**src/rtl/otter_arb_pkg.sv**
```systemverilog
// Shared types and constants for the OTTER single-port memory arbiter.
package otter_arb_pkg;

  typedef enum logic [1:0] {IDLE, IF_XFER, D_XFER} arb_state_t;
  typedef enum logic {OWN_IF, OWN_D} arb_owner_t;

  localparam logic [1:0] SIZE_WORD = 2'b10;

endpackage

```
**src/rtl/otter_mem_arbiter_if.sv**
```systemverilog
// Pipeline (IF/MEM stage) and memory-side signals of the OTTER memory arbiter.
// master = arbiter view, slave = pipeline stages plus memory.
interface otter_mem_arbiter_if;

  logic        IF_REQ;
  logic [31:0] IF_ADDR;
  logic [31:0] IF_RDATA;
  logic        IF_ACK;

  logic        D_REQ;
  logic        D_WE;
  logic [31:0] D_ADDR;
  logic [31:0] D_WDATA;
  logic [1:0]  D_SIZE;
  logic        D_SIGN;
  logic [31:0] D_RDATA;
  logic        D_ACK;

  logic        M_REQ;
  logic        M_WE;
  logic [31:0] M_ADDR;
  logic [31:0] M_WDATA;
  logic [1:0]  M_SIZE;
  logic        M_SIGN;
  logic [31:0] M_RDATA;
  logic        M_READY;

  logic        TO_ERR;

  modport master (
    input  IF_REQ, IF_ADDR, D_REQ, D_WE, D_ADDR, D_WDATA, D_SIZE, D_SIGN,
    input  M_RDATA, M_READY,
    output IF_RDATA, IF_ACK, D_RDATA, D_ACK, TO_ERR,
    output M_REQ, M_WE, M_ADDR, M_WDATA, M_SIZE, M_SIGN
  );

  modport slave (
    output IF_REQ, IF_ADDR, D_REQ, D_WE, D_ADDR, D_WDATA, D_SIZE, D_SIGN,
    output M_RDATA, M_READY,
    input  IF_RDATA, IF_ACK, D_RDATA, D_ACK, TO_ERR,
    input  M_REQ, M_WE, M_ADDR, M_WDATA, M_SIZE, M_SIGN
  );

endinterface

```
**src/rtl/otter_arb_timer.sv**
```systemverilog
// Saturating 8-bit transfer timer; EXPIRED flags the cycle in which the count
// of not-ready transfer cycles reaches TIMEOUT_CYC.
module otter_arb_timer #(
  parameter int unsigned TIMEOUT_CYC = 255
) (
  input  logic CLK,
  input  logic RESET,
  input  logic CLR,
  input  logic EN,
  output logic EXPIRED
);

  localparam logic [7:0] LIMIT = 8'(TIMEOUT_CYC);

  logic [7:0] cnt_q;
  logic [7:0] cnt_inc;

  assign cnt_inc = (cnt_q == 8'hFF) ? cnt_q : cnt_q + 8'd1;

  // Counting this cycle included, so the Nth stalled cycle is the one that expires.
  assign EXPIRED = EN && (cnt_inc == LIMIT);

  always_ff @(posedge CLK or negedge RESET) begin
    if (!RESET) begin
      cnt_q <= '0;
    end else if (CLR) begin
      cnt_q <= '0;
    end else if (EN) begin
      cnt_q <= cnt_inc;
    end
  end

endmodule

```
**src/rtl/otter_mem_arbiter.sv**
```systemverilog
// Shares one single-ported OTTER memory bus between IF and MEM stages.
// Build option: OTTER_ARB_RR_EN selects round-robin instead of fixed D-over-IF priority.
module otter_mem_arbiter
  import otter_arb_pkg::*;
#(
  parameter int unsigned TIMEOUT_CYC = 255
) (
  input  logic                CLK,
  input  logic                RESET,
  otter_mem_arbiter_if.master bus,
  output arb_state_t          dbg_state
);

  // Handshake: a stage raises *_REQ with stable inputs and holds it until its
  // one-cycle *_ACK; the memory ends a transfer by asserting M_READY while M_REQ is high.

  arb_state_t  state_q, state_d;
  arb_owner_t  gnt_own, conflict_own;
  logic        grant;
  logic        done, expired, timer_en, xfer;

  logic        we_q, sign_q;
  logic [31:0] addr_q, wdata_q;
  logic [1:0]  size_q;

  assign xfer     = (state_q != IDLE);
  assign timer_en = xfer && !bus.M_READY;
  assign done     = xfer && (bus.M_READY || expired);

`ifdef OTTER_ARB_RR_EN
  arb_owner_t last_gnt_q;

  assign conflict_own = (last_gnt_q == OWN_IF) ? OWN_D : OWN_IF;

  always_ff @(posedge CLK or negedge RESET) begin
    if (!RESET) begin
      last_gnt_q <= OWN_IF;
    end else if (grant) begin
      last_gnt_q <= gnt_own;
    end
  end
`else
  assign conflict_own = OWN_D;
`endif

  always_ff @(posedge CLK or negedge RESET) begin
    if (!RESET) begin
      state_q <= IDLE;
    end else begin
      state_q <= state_d;
    end
  end

  // On completion the just-served stage is excluded: its REQ is still high this cycle.
  always_comb begin
    state_d = state_q;
    grant   = 1'b0;
    gnt_own = OWN_IF;
    case (state_q)
      IDLE: begin
        if (bus.IF_REQ && bus.D_REQ) begin
          grant   = 1'b1;
          gnt_own = conflict_own;
        end else if (bus.D_REQ) begin
          grant   = 1'b1;
          gnt_own = OWN_D;
        end else if (bus.IF_REQ) begin
          grant   = 1'b1;
          gnt_own = OWN_IF;
        end
      end
      IF_XFER: begin
        if (done) begin
          state_d = IDLE;
          if (bus.D_REQ) begin
            grant   = 1'b1;
            gnt_own = OWN_D;
          end
        end
      end
      D_XFER: begin
        if (done) begin
          state_d = IDLE;
          if (bus.IF_REQ) begin
            grant   = 1'b1;
            gnt_own = OWN_IF;
          end
        end
      end
      default: state_d = IDLE;
    endcase
    if (grant) begin
      state_d = (gnt_own == OWN_D) ? D_XFER : IF_XFER;
    end
  end

  always_ff @(posedge CLK or negedge RESET) begin
    if (!RESET) begin
      we_q    <= 1'b0;
      addr_q  <= '0;
      wdata_q <= '0;
      size_q  <= '0;
      sign_q  <= 1'b0;
    end else if (grant) begin
      if (gnt_own == OWN_D) begin
        we_q    <= bus.D_WE;
        addr_q  <= bus.D_ADDR;
        wdata_q <= bus.D_WDATA;
        size_q  <= bus.D_SIZE;
        sign_q  <= bus.D_SIGN;
      end else begin
        we_q    <= 1'b0;
        addr_q  <= bus.IF_ADDR;
        wdata_q <= '0;
        size_q  <= SIZE_WORD;
        sign_q  <= 1'b0;
      end
    end
  end

  otter_arb_timer #(.TIMEOUT_CYC(TIMEOUT_CYC)) u_timer (
    .CLK     (CLK),
    .RESET   (RESET),
    .CLR     (grant),
    .EN      (timer_en),
    .EXPIRED (expired)
  );

  assign bus.M_REQ    = xfer;
  assign bus.M_WE     = we_q;
  assign bus.M_ADDR   = addr_q;
  assign bus.M_WDATA  = wdata_q;
  assign bus.M_SIZE   = size_q;
  assign bus.M_SIGN   = sign_q;

  assign bus.IF_ACK   = (state_q == IF_XFER) && done;
  assign bus.D_ACK    = (state_q == D_XFER) && done;
  assign bus.TO_ERR   = expired;
  assign bus.IF_RDATA = (bus.IF_ACK && !expired) ? bus.M_RDATA : '0;
  assign bus.D_RDATA  = (bus.D_ACK && !we_q && !expired) ? bus.M_RDATA : '0;

  assign dbg_state = state_q;

endmodule

```
**src/flat_wrapper.sv**
```systemverilog
// flat-port wrapper written by rule: the top's interface ports become plain ports
module otter_mem_arbiter_flat import otter_arb_pkg::*;
#(
  parameter int unsigned TIMEOUT_CYC = 255
)
  (CLK, RESET, dbg_state, bus_IF_REQ, bus_IF_ADDR, bus_D_REQ, bus_D_WE, bus_D_ADDR, bus_D_WDATA, bus_D_SIZE, bus_D_SIGN, bus_M_RDATA, bus_M_READY, bus_IF_RDATA, bus_IF_ACK, bus_D_RDATA, bus_D_ACK, bus_TO_ERR, bus_M_REQ, bus_M_WE, bus_M_ADDR, bus_M_WDATA, bus_M_SIZE, bus_M_SIGN);
  otter_mem_arbiter_if bus_i ();
  input  logic CLK;
  input  logic RESET;
  output arb_state_t dbg_state;
  input wire logic [$bits(bus_i.IF_REQ)-1:0] bus_IF_REQ;
  input wire logic [$bits(bus_i.IF_ADDR)-1:0] bus_IF_ADDR;
  input wire logic [$bits(bus_i.D_REQ)-1:0] bus_D_REQ;
  input wire logic [$bits(bus_i.D_WE)-1:0] bus_D_WE;
  input wire logic [$bits(bus_i.D_ADDR)-1:0] bus_D_ADDR;
  input wire logic [$bits(bus_i.D_WDATA)-1:0] bus_D_WDATA;
  input wire logic [$bits(bus_i.D_SIZE)-1:0] bus_D_SIZE;
  input wire logic [$bits(bus_i.D_SIGN)-1:0] bus_D_SIGN;
  input wire logic [$bits(bus_i.M_RDATA)-1:0] bus_M_RDATA;
  input wire logic [$bits(bus_i.M_READY)-1:0] bus_M_READY;
  output wire logic [$bits(bus_i.IF_RDATA)-1:0] bus_IF_RDATA;
  output wire logic [$bits(bus_i.IF_ACK)-1:0] bus_IF_ACK;
  output wire logic [$bits(bus_i.D_RDATA)-1:0] bus_D_RDATA;
  output wire logic [$bits(bus_i.D_ACK)-1:0] bus_D_ACK;
  output wire logic [$bits(bus_i.TO_ERR)-1:0] bus_TO_ERR;
  output wire logic [$bits(bus_i.M_REQ)-1:0] bus_M_REQ;
  output wire logic [$bits(bus_i.M_WE)-1:0] bus_M_WE;
  output wire logic [$bits(bus_i.M_ADDR)-1:0] bus_M_ADDR;
  output wire logic [$bits(bus_i.M_WDATA)-1:0] bus_M_WDATA;
  output wire logic [$bits(bus_i.M_SIZE)-1:0] bus_M_SIZE;
  output wire logic [$bits(bus_i.M_SIGN)-1:0] bus_M_SIGN;
  assign bus_i.IF_REQ = bus_IF_REQ;
  assign bus_i.IF_ADDR = bus_IF_ADDR;
  assign bus_i.D_REQ = bus_D_REQ;
  assign bus_i.D_WE = bus_D_WE;
  assign bus_i.D_ADDR = bus_D_ADDR;
  assign bus_i.D_WDATA = bus_D_WDATA;
  assign bus_i.D_SIZE = bus_D_SIZE;
  assign bus_i.D_SIGN = bus_D_SIGN;
  assign bus_i.M_RDATA = bus_M_RDATA;
  assign bus_i.M_READY = bus_M_READY;
  assign bus_IF_RDATA = bus_i.IF_RDATA;
  assign bus_IF_ACK = bus_i.IF_ACK;
  assign bus_D_RDATA = bus_i.D_RDATA;
  assign bus_D_ACK = bus_i.D_ACK;
  assign bus_TO_ERR = bus_i.TO_ERR;
  assign bus_M_REQ = bus_i.M_REQ;
  assign bus_M_WE = bus_i.M_WE;
  assign bus_M_ADDR = bus_i.M_ADDR;
  assign bus_M_WDATA = bus_i.M_WDATA;
  assign bus_M_SIZE = bus_i.M_SIZE;
  assign bus_M_SIGN = bus_i.M_SIGN;
  otter_mem_arbiter #(.TIMEOUT_CYC(TIMEOUT_CYC)) u_core (.CLK(CLK), .RESET(RESET), .bus(bus_i), .dbg_state(dbg_state));
endmodule
```
**config.mk**
```make
export PLATFORM = sky130hd
export DESIGN_NAME = otter_mem_arbiter_flat
export DESIGN_NICKNAME = d
export VERILOG_FILES = /design/src/rtl/otter_arb_pkg.sv /design/src/rtl/otter_mem_arbiter_if.sv /design/src/rtl/otter_arb_timer.sv /design/src/rtl/otter_mem_arbiter.sv /design/src/flat_wrapper.sv
export SDC_FILE = /design/constraint.sdc
export NUM_CORES = 1
export LEC_CHECK = 0
export ABC_AREA = 1
export CORE_AREA = 2 2 108 110
export CTS_CLUSTER_SIZE = 30
export DETAILED_ROUTE_END_ITERATION = 10
export DIE_AREA = 0 0 110 112
export DONT_BUFFER_PORTS = 1
export GPL_ROUTABILITY_DRIVEN = 0
export PLACE_DENSITY = 0.6
export SYNTH_ARGS = -nofsm -noshare
export SYNTH_HDL_FRONTEND = slang
export SYNTH_HIERARCHICAL = 1
export SYNTH_SLANG_ARGS = --single-unit
export TNS_END_PERCENT = 30
```
**constraint.sdc**
```tcl
create_clock -name CLK -period 2.97 [get_ports CLK]
set_input_delay 0.1485 -clock CLK [delete_from_list [all_inputs] [get_ports CLK]]
set_output_delay 0.1485 -clock CLK [all_outputs]
set_load 0.005 [all_outputs]
```
======== Word level (Yosys, flattened, before mapping) ========
Index checks and enable logic that the tools add are counted.
operators by class
  reductions and logical operators ........ 18
  muxes and demuxes ....................... 23
  eq/ne operators ......................... 6
  add/sub/neg operators ................... 1
operators with widths
  operator                                                count
  two-way mux 32 bit                                      4
  two-way mux 8 bit                                       3
  equality test 8 bit (second input constant)             2
  logical AND 1 bit                                       9
  two-way mux 1 bit                                       9
  adder 8 x 1 -> 8 bit (second input constant)            1
  two-way mux 2 bit                                       4
  case mux 2 bit (2 select lines)                         1
  nonzero test 2 bit                                      2
  zero test 1 bit                                         3
  inequality test 3 x 1 -> 1 bit (second input constant)  1
  case mux 1 bit (3 select lines)                         1
  equality test 2 x 1 -> 1 bit (second input constant)    1
  equality test 2 bit (second input constant)             1
  zero test 2 bit                                         1
  inequality test 2 x 1 -> 1 bit (second input constant)  1
  case mux 1 bit (2 select lines)                         1
  AND reduction 2 bit                                     1
  OR reduction 2 bit                                      1
  logical OR 1 bit                                        1
storage, ports and cells
  bits of input ports ..................... 137
  word-level logic and storage cells ...... 55
  register bits after elaboration ......... 78

======== Depth between registers and ports, before layout ========
  depth in word-level cells ............... 10
  gate-level depth with buffers ........... 18
  depth with buffers taken out ............ 17

======== Hierarchy ========
The synthesis kept the hierarchy.
modules (own cells, without submodules)
  module             instances  sequential area each (um^2)  cells each  area an instance (um^2)
  otter_mem_arbiter  1          1,751.7                      540         3,779.9
  otter_arb_timer    1          200.2                        83          569.3

======== Least setup slack after synthesis ========
Ideal clock, no wire load.
  path type ............................... register to register
  from .................................... register u_core.u_timer.cnt_q[0]
  to ...................................... register u_core.u_timer.cnt_q[2]
  setup slack ............................. 344 ps
  data required time ...................... 2,852 ps
  data arrival time ....................... 2,508 ps
  stages on the path, launching flop included .. 19
  period minus slack after synthesis ...... 2,626 ps
  setup time .............................. 118 ps
  cell sequence ........................... dfrtp_1 -> ha_1 -> nand2_2 -> nor2_4 -> nand2_4 -> nand2_1 -> nand2_1 -> nor2_1 -> nand3_1 -> nor2_1 -> inv_1 -> nand2_1 -> nand4_4 -> a21oi_4 -> buf_2 -> nor2_1 -> inv_1 -> a21oi_1 -> a21o_1
on the way
  longest elaborated chain between the ends .. 9
ends and longest elaborated chain
  what                                                         RTL line                                          source
  start: declaration                                           otter_arb_timer.sv:15                             logic [7:0] cnt_q;
  start signal: assignment                                     otter_arb_timer.sv:29                             cnt_q <= cnt_inc;
  adder 8 x 1 -> 8 bit or equality test 8 bit (tied branches)  otter_arb_timer.sv:18                             assign cnt_inc = (cnt_q == 8'hFF) ? cnt_q : cnt_q + 8'd1;
  two-way mux 8 bit (*)                                        otter_arb_timer.sv:18
  equality test 8 bit (*)                                      otter_arb_timer.sv:21                             assign EXPIRED = EN && (cnt_inc == LIMIT);
  logical AND 1 bit (*)                                        otter_arb_timer.sv:21
  via bus_TO_ERR                                               flat_wrapper.sv:25                                output wire logic [$bits(bus_i.TO_ERR)-1:0] bus_TO_ERR;
  logical OR 1 bit (*)                                         otter_mem_arbiter.sv:28                           assign done = xfer && (bus.M_READY || expired);
  logical AND 1 bit (*)                                        otter_mem_arbiter.sv:28
  two-way mux 1 bit (on tied branches)                         otter_mem_arbiter.sv:82, otter_mem_arbiter.sv:73
  case mux 1 bit (3 select lines) (*)                          otter_mem_arbiter.sv:59                           case (state_q)
  via u_core.grant                                             otter_mem_arbiter.sv:19                           logic grant;
  two-way mux 8 bit or nonzero test 2 bit (tied branches)      --
Mark *: on every way through the listed nets, which the timed path passes. The rest lies on a longest branch. The select of a mux whose other input is x is not followed.
A chain may end at the register's enable or synchronous reset.

======== Final worst setup path ========
  from .................................... register u_core.u_timer.cnt_q[0]
  to ...................................... output bus_D_RDATA[22]
on the way
  longest elaborated chain between the ends .. 10
ends and longest elaborated chain
  what                                                         RTL line                  source
  adder 8 x 1 -> 8 bit or equality test 8 bit (tied branches)  otter_arb_timer.sv:18
  two-way mux 8 bit (*)                                        otter_arb_timer.sv:18
  equality test 8 bit (*)                                      otter_arb_timer.sv:21
  logical AND 1 bit (*)                                        otter_arb_timer.sv:21
  via bus_TO_ERR                                               flat_wrapper.sv:25
  logical OR 1 bit                                             otter_mem_arbiter.sv:28
  logical AND 1 bit                                            otter_mem_arbiter.sv:28
  logical AND 1 bit                                            otter_mem_arbiter.sv:137  assign bus.D_ACK = (state_q == D_XFER) && done;
  logical AND 1 bit                                            otter_mem_arbiter.sv:140  assign bus.D_RDATA = (bus.D_ACK && !we_q && !expired) ? bus.M_RDATA : '0;
  logical AND 1 bit (*)                                        otter_mem_arbiter.sv:140
  two-way mux 32 bit (*)                                       otter_mem_arbiter.sv:140
  end: declaration                                             flat_wrapper.sv:23        output wire logic [$bits(bus_i.D_RDATA)-1:0] bus_D_RDATA;
Mark *: on every way through the listed nets, which the timed path passes. The rest lies on a longest branch.

==> flow_summary.yaml <==
critical_path:
  worst_path_largest_cell_delay_ns: 0.42
  r2r_slack_ns: 0.38
  arrival_ns: 2.60
  cp-end-kind: "primary output"
  rr_startpoint: "u_core/u_timer/cnt_q[0]$_DFFE_PN0P_"
  path_cells: "ha_2, nand3_1, nor2_1, o21ai_0, o21ai_1, nand3_1, nor2_4, nor2_1, nor2_1, inv_1, nor2_2, nand2_1, buf_6, nor2_1"
  cp_slowest_cell: "dfrtp_2"
  r2r_cells: 14
  critPathKind: "reg2out"
  cp_common_cell: "nor2_1"
  reg2reg_to: "u_core/bus.M_WDATA[30]$_DFFE_PN0P_"
  path_max_fanout: 32
  worstPathRequired_ns: 2.82
  critPathLaunchType: "flip-flop"
power:
  internal_power_mw: 2.93
  clockPowerShare_pct: 20.9
  p_sw_mw: 2.25
  seqPwrFrac_pct: 39.0
  cellLeakagePower_nw: 2.69
  power_mw: 5.18
  p_sw_share_pct: 43.4
  vdd_drop_max_mv: 0.428
  pwr_density_cell_nw_per_um2: 994
  combinationalPowerShare_pct: 40.1
clock_tree:
  cts_tree: "yes"
  numCtsBuffers: 9
  htreeDepth: 3
  worstSkewPairLatency_ns: 0.33
  clock_sinks: 78
  root_buffer: "clkbuf_16"
  clockBufferDepth: 2
  clkTransAtPathRegs_ns: 0.06
  postCtsSetupRepairBufs: 0
floorplan:
  die_h_um: 112
  ioPinCount: 275
  row_count: 39
  start_util_pct: 38.9
  die_x_um: 110
  core_area_um2: 11200
  die_area_um2: 12300
timing:
  hold_violations: 0
  holdWs_ns: 0.0236
  setup_violations: 0
  skew_ns: 0.00726
  period_needed_ns: 2.75
  worst_slew_pin_slew_ns: 0.383
  drv_slew: 0
  fin_crit_sh_pct: 92.5
  relSlewSlack_pct: 74.5
  fmax_mhz: 364
  rsz0062_at_grt: "yes"
  layout_setup_ws_ns: 0.222
synthesis:
  netlist_area_um2: 4350
  avgSynthCellArea_um2: 6.98
  ys_seq_elements: 78
  muxShareOfSynthArea_pct: 0
  synth_top_family_by_area: "simple AND/OR/NAND/NOR gates"
  synth-compound-area-share_pct: 6.93
  yosysWarnings: 6
  synthXorXnorAreaFrac_pct: 0.201
  synth.net_count: 765
  yosysSeqAreaShare_pct: 44.9
  ys_types: 26
  synthSimpleGateAreaFrac_pct: 37.3
  synth_fa_ha_area_share_pct: 1.44
  netlist_instances: 623
global_routing:
  overflow: 0
  grt_max_degree: 79
  antenna_found_initial: 0
  grt_pass1_vias: 3642
  grt_use_total_pct: 19.0
  grt_pass1_wl_um: 18200
layout:
  drive_above_1_share_pct: 11.6
  finalNonFillerCells: 796
  fin_util_pct: 46.7
  mostFrequentLayoutCell: "nand2_1"
  mostFrequentLayoutCells: "nand2_1 (260), dfrtp_1 (77), inv_1 (53), nor2_1 (53), nand3_1 (42)"
  regArea_um2: 1950
  synthToLayoutAreaGrowth_pct: 19.9
  fillCellCount: 1113
  nets: 790
  antenna_cells: 0
  multi_input_area_um2: 2070
drt:
  vias: 3962
  viasPerCell: 4.98
  drc: 0
  detail-route-antenna-nets: 0
  drt_iter0_drc: 207
  wire_per_inst_um: 15.2
  first_pass_iters: 4
  wl_um: 12100
run_status:
  status: "completed"
place:
  port_buffers: 0
  dp_hpwl_um: 8780
  placedCellCount: 744
  place_ws_ns: 0.201
worst_hold_path:
  whs_endpoint: "u_core/bus.M_ADDR[12]$_DFFE_PN0P_"
  hold_path.class: "in2reg"
  whs_path_depth: 4
  min_from: "bus_D_ADDR[12]"
run:
  drv_cap: 0
-- layer usage --
metal	routed length, um	global-route usage [%]	part of all wire (%)
met5	0	0	0
met2	5870	30.7	49
met4	225	6.75	1.9
met1	5160	24.6	43
met3	837	4.86	6.9
-- worst max-delay path, delay by kind of cell, from the launching register on --
family | cells | cell delay (ns)
AND/OR/NAND/NOR | 9 | 1.12
flip-flops | 1 | 0.42
AO/OA/AOI/OAI | 2 | 0.21
buffers and inverters | 2 | 0.28
adder cells (fa/ha/maj) | 1 | 0.23
-- flip-flops by register name, summed over array words and instances, names as in the netlist --
signal,flops
u_core/dbg_state,2
u_core/bus.M_WDATA,32
u_core/bus.M_SIGN,1
u_core/bus.M_SIZE,2
u_core/u_timer/cnt_q,8
u_core/bus.M_WE,1
u_core/bus.M_ADDR,32
-- power by group through the flow --
| stage | Sequential [mW] | Combinational, mW | Clock [mW] |
|---|---|---|---|
| floorplan | 1.88 | 1.65 | 0 |
| global placement | 2.04 | 1.94 | 0 |
| detailed placement | 2.04 | 2.00 | 0 |
| CTS | 2.03 | 2.06 | 1.12 |
| global route | 2.08 | 2.42 | 1.16 |
| finish | 2.02 | 2.08 | 1.08 |
-- Yosys cell counts (all sizes together) --
cell	count	share of area, %
buf	22	3.5
nand3b	2	0.35
xnor2	1	0.20
o22ai	2	0.29
dfrtp	78	45
a21oi	3	0.60
nand2	269	24
nor2	81	7.3
nand3	42	4.8
ha	5	1.4
o21bai	1	0.17
a21o	1	0.17
o21ai	45	5.7
clkbuf	12	1.0
nand4	4	0.92
inv	55	4.7
-- cells by family after synthesis --
family	after synthesis
XOR/XNOR	1
AO/OA/AOI/OAI	52
adder cells (fa/ha/maj)	5
AND/OR/NAND/NOR	398
flip-flops	78
buffers and inverters	89
-- how the worst max path moves through the flow --
stage	slack, ns	endpoint	from	depth (start not counted)
2_1_floorplan	0.34	u_core/u_timer/cnt_q[2]$_DFFE_PN0P_	u_core/u_timer/cnt_q[0]$_DFFE_PN0P_	18
3_3_place_gp	0.29	u_core/bus.M_ADDR[0]$_DFFE_PN0P_	u_core/u_timer/cnt_q[0]$_DFFE_PN0P_	18
3_5_place_dp	0.20	u_core/bus.M_ADDR[0]$_DFFE_PN0P_	u_core/u_timer/cnt_q[0]$_DFFE_PN0P_	18
4_1_cts	0.02	bus_IF_RDATA[29]	u_core/u_timer/cnt_q[0]$_DFFE_PN0P_	14
5_1_grt	-0.03	bus_D_RDATA[2]	u_core/u_timer/cnt_q[0]$_DFFE_PN0P_	16
6_report	0.22	bus_D_RDATA[22]	u_core/u_timer/cnt_q[0]$_DFFE_PN0P_	14
-- through the flow --
stage | TNS (ns) | instance area [um2]
after CTS | 0 | 5140
after global routing | -0.231 | 5220
after global placement | 0 | 4460
after detailed placement | 0 | 4460
after floorplan | 0 | 4350
final | 0 | 5220
-- area by class of cell --
class	instances	share of cell area [%]
tap	143	3.43
clock buffer	11	4.46
clock inverter	5	1.13
inverter	55	3.96
multi-input combinational	456	39.7
sequential	78	37.5
timing repair buffer	48	9.84
-- what timing repair did --
| item | 4_1_cts | 5_1_grt |
|---|---|---|
| endpoints found under the hold margin | 112 | 0 |
| setup endpoints to repair | 64 | 66 |
| resized for setup | 1 | 30 |
| hold buffers | 36 | 0 |
Note: power is estimated with default switching activity, not from simulation.
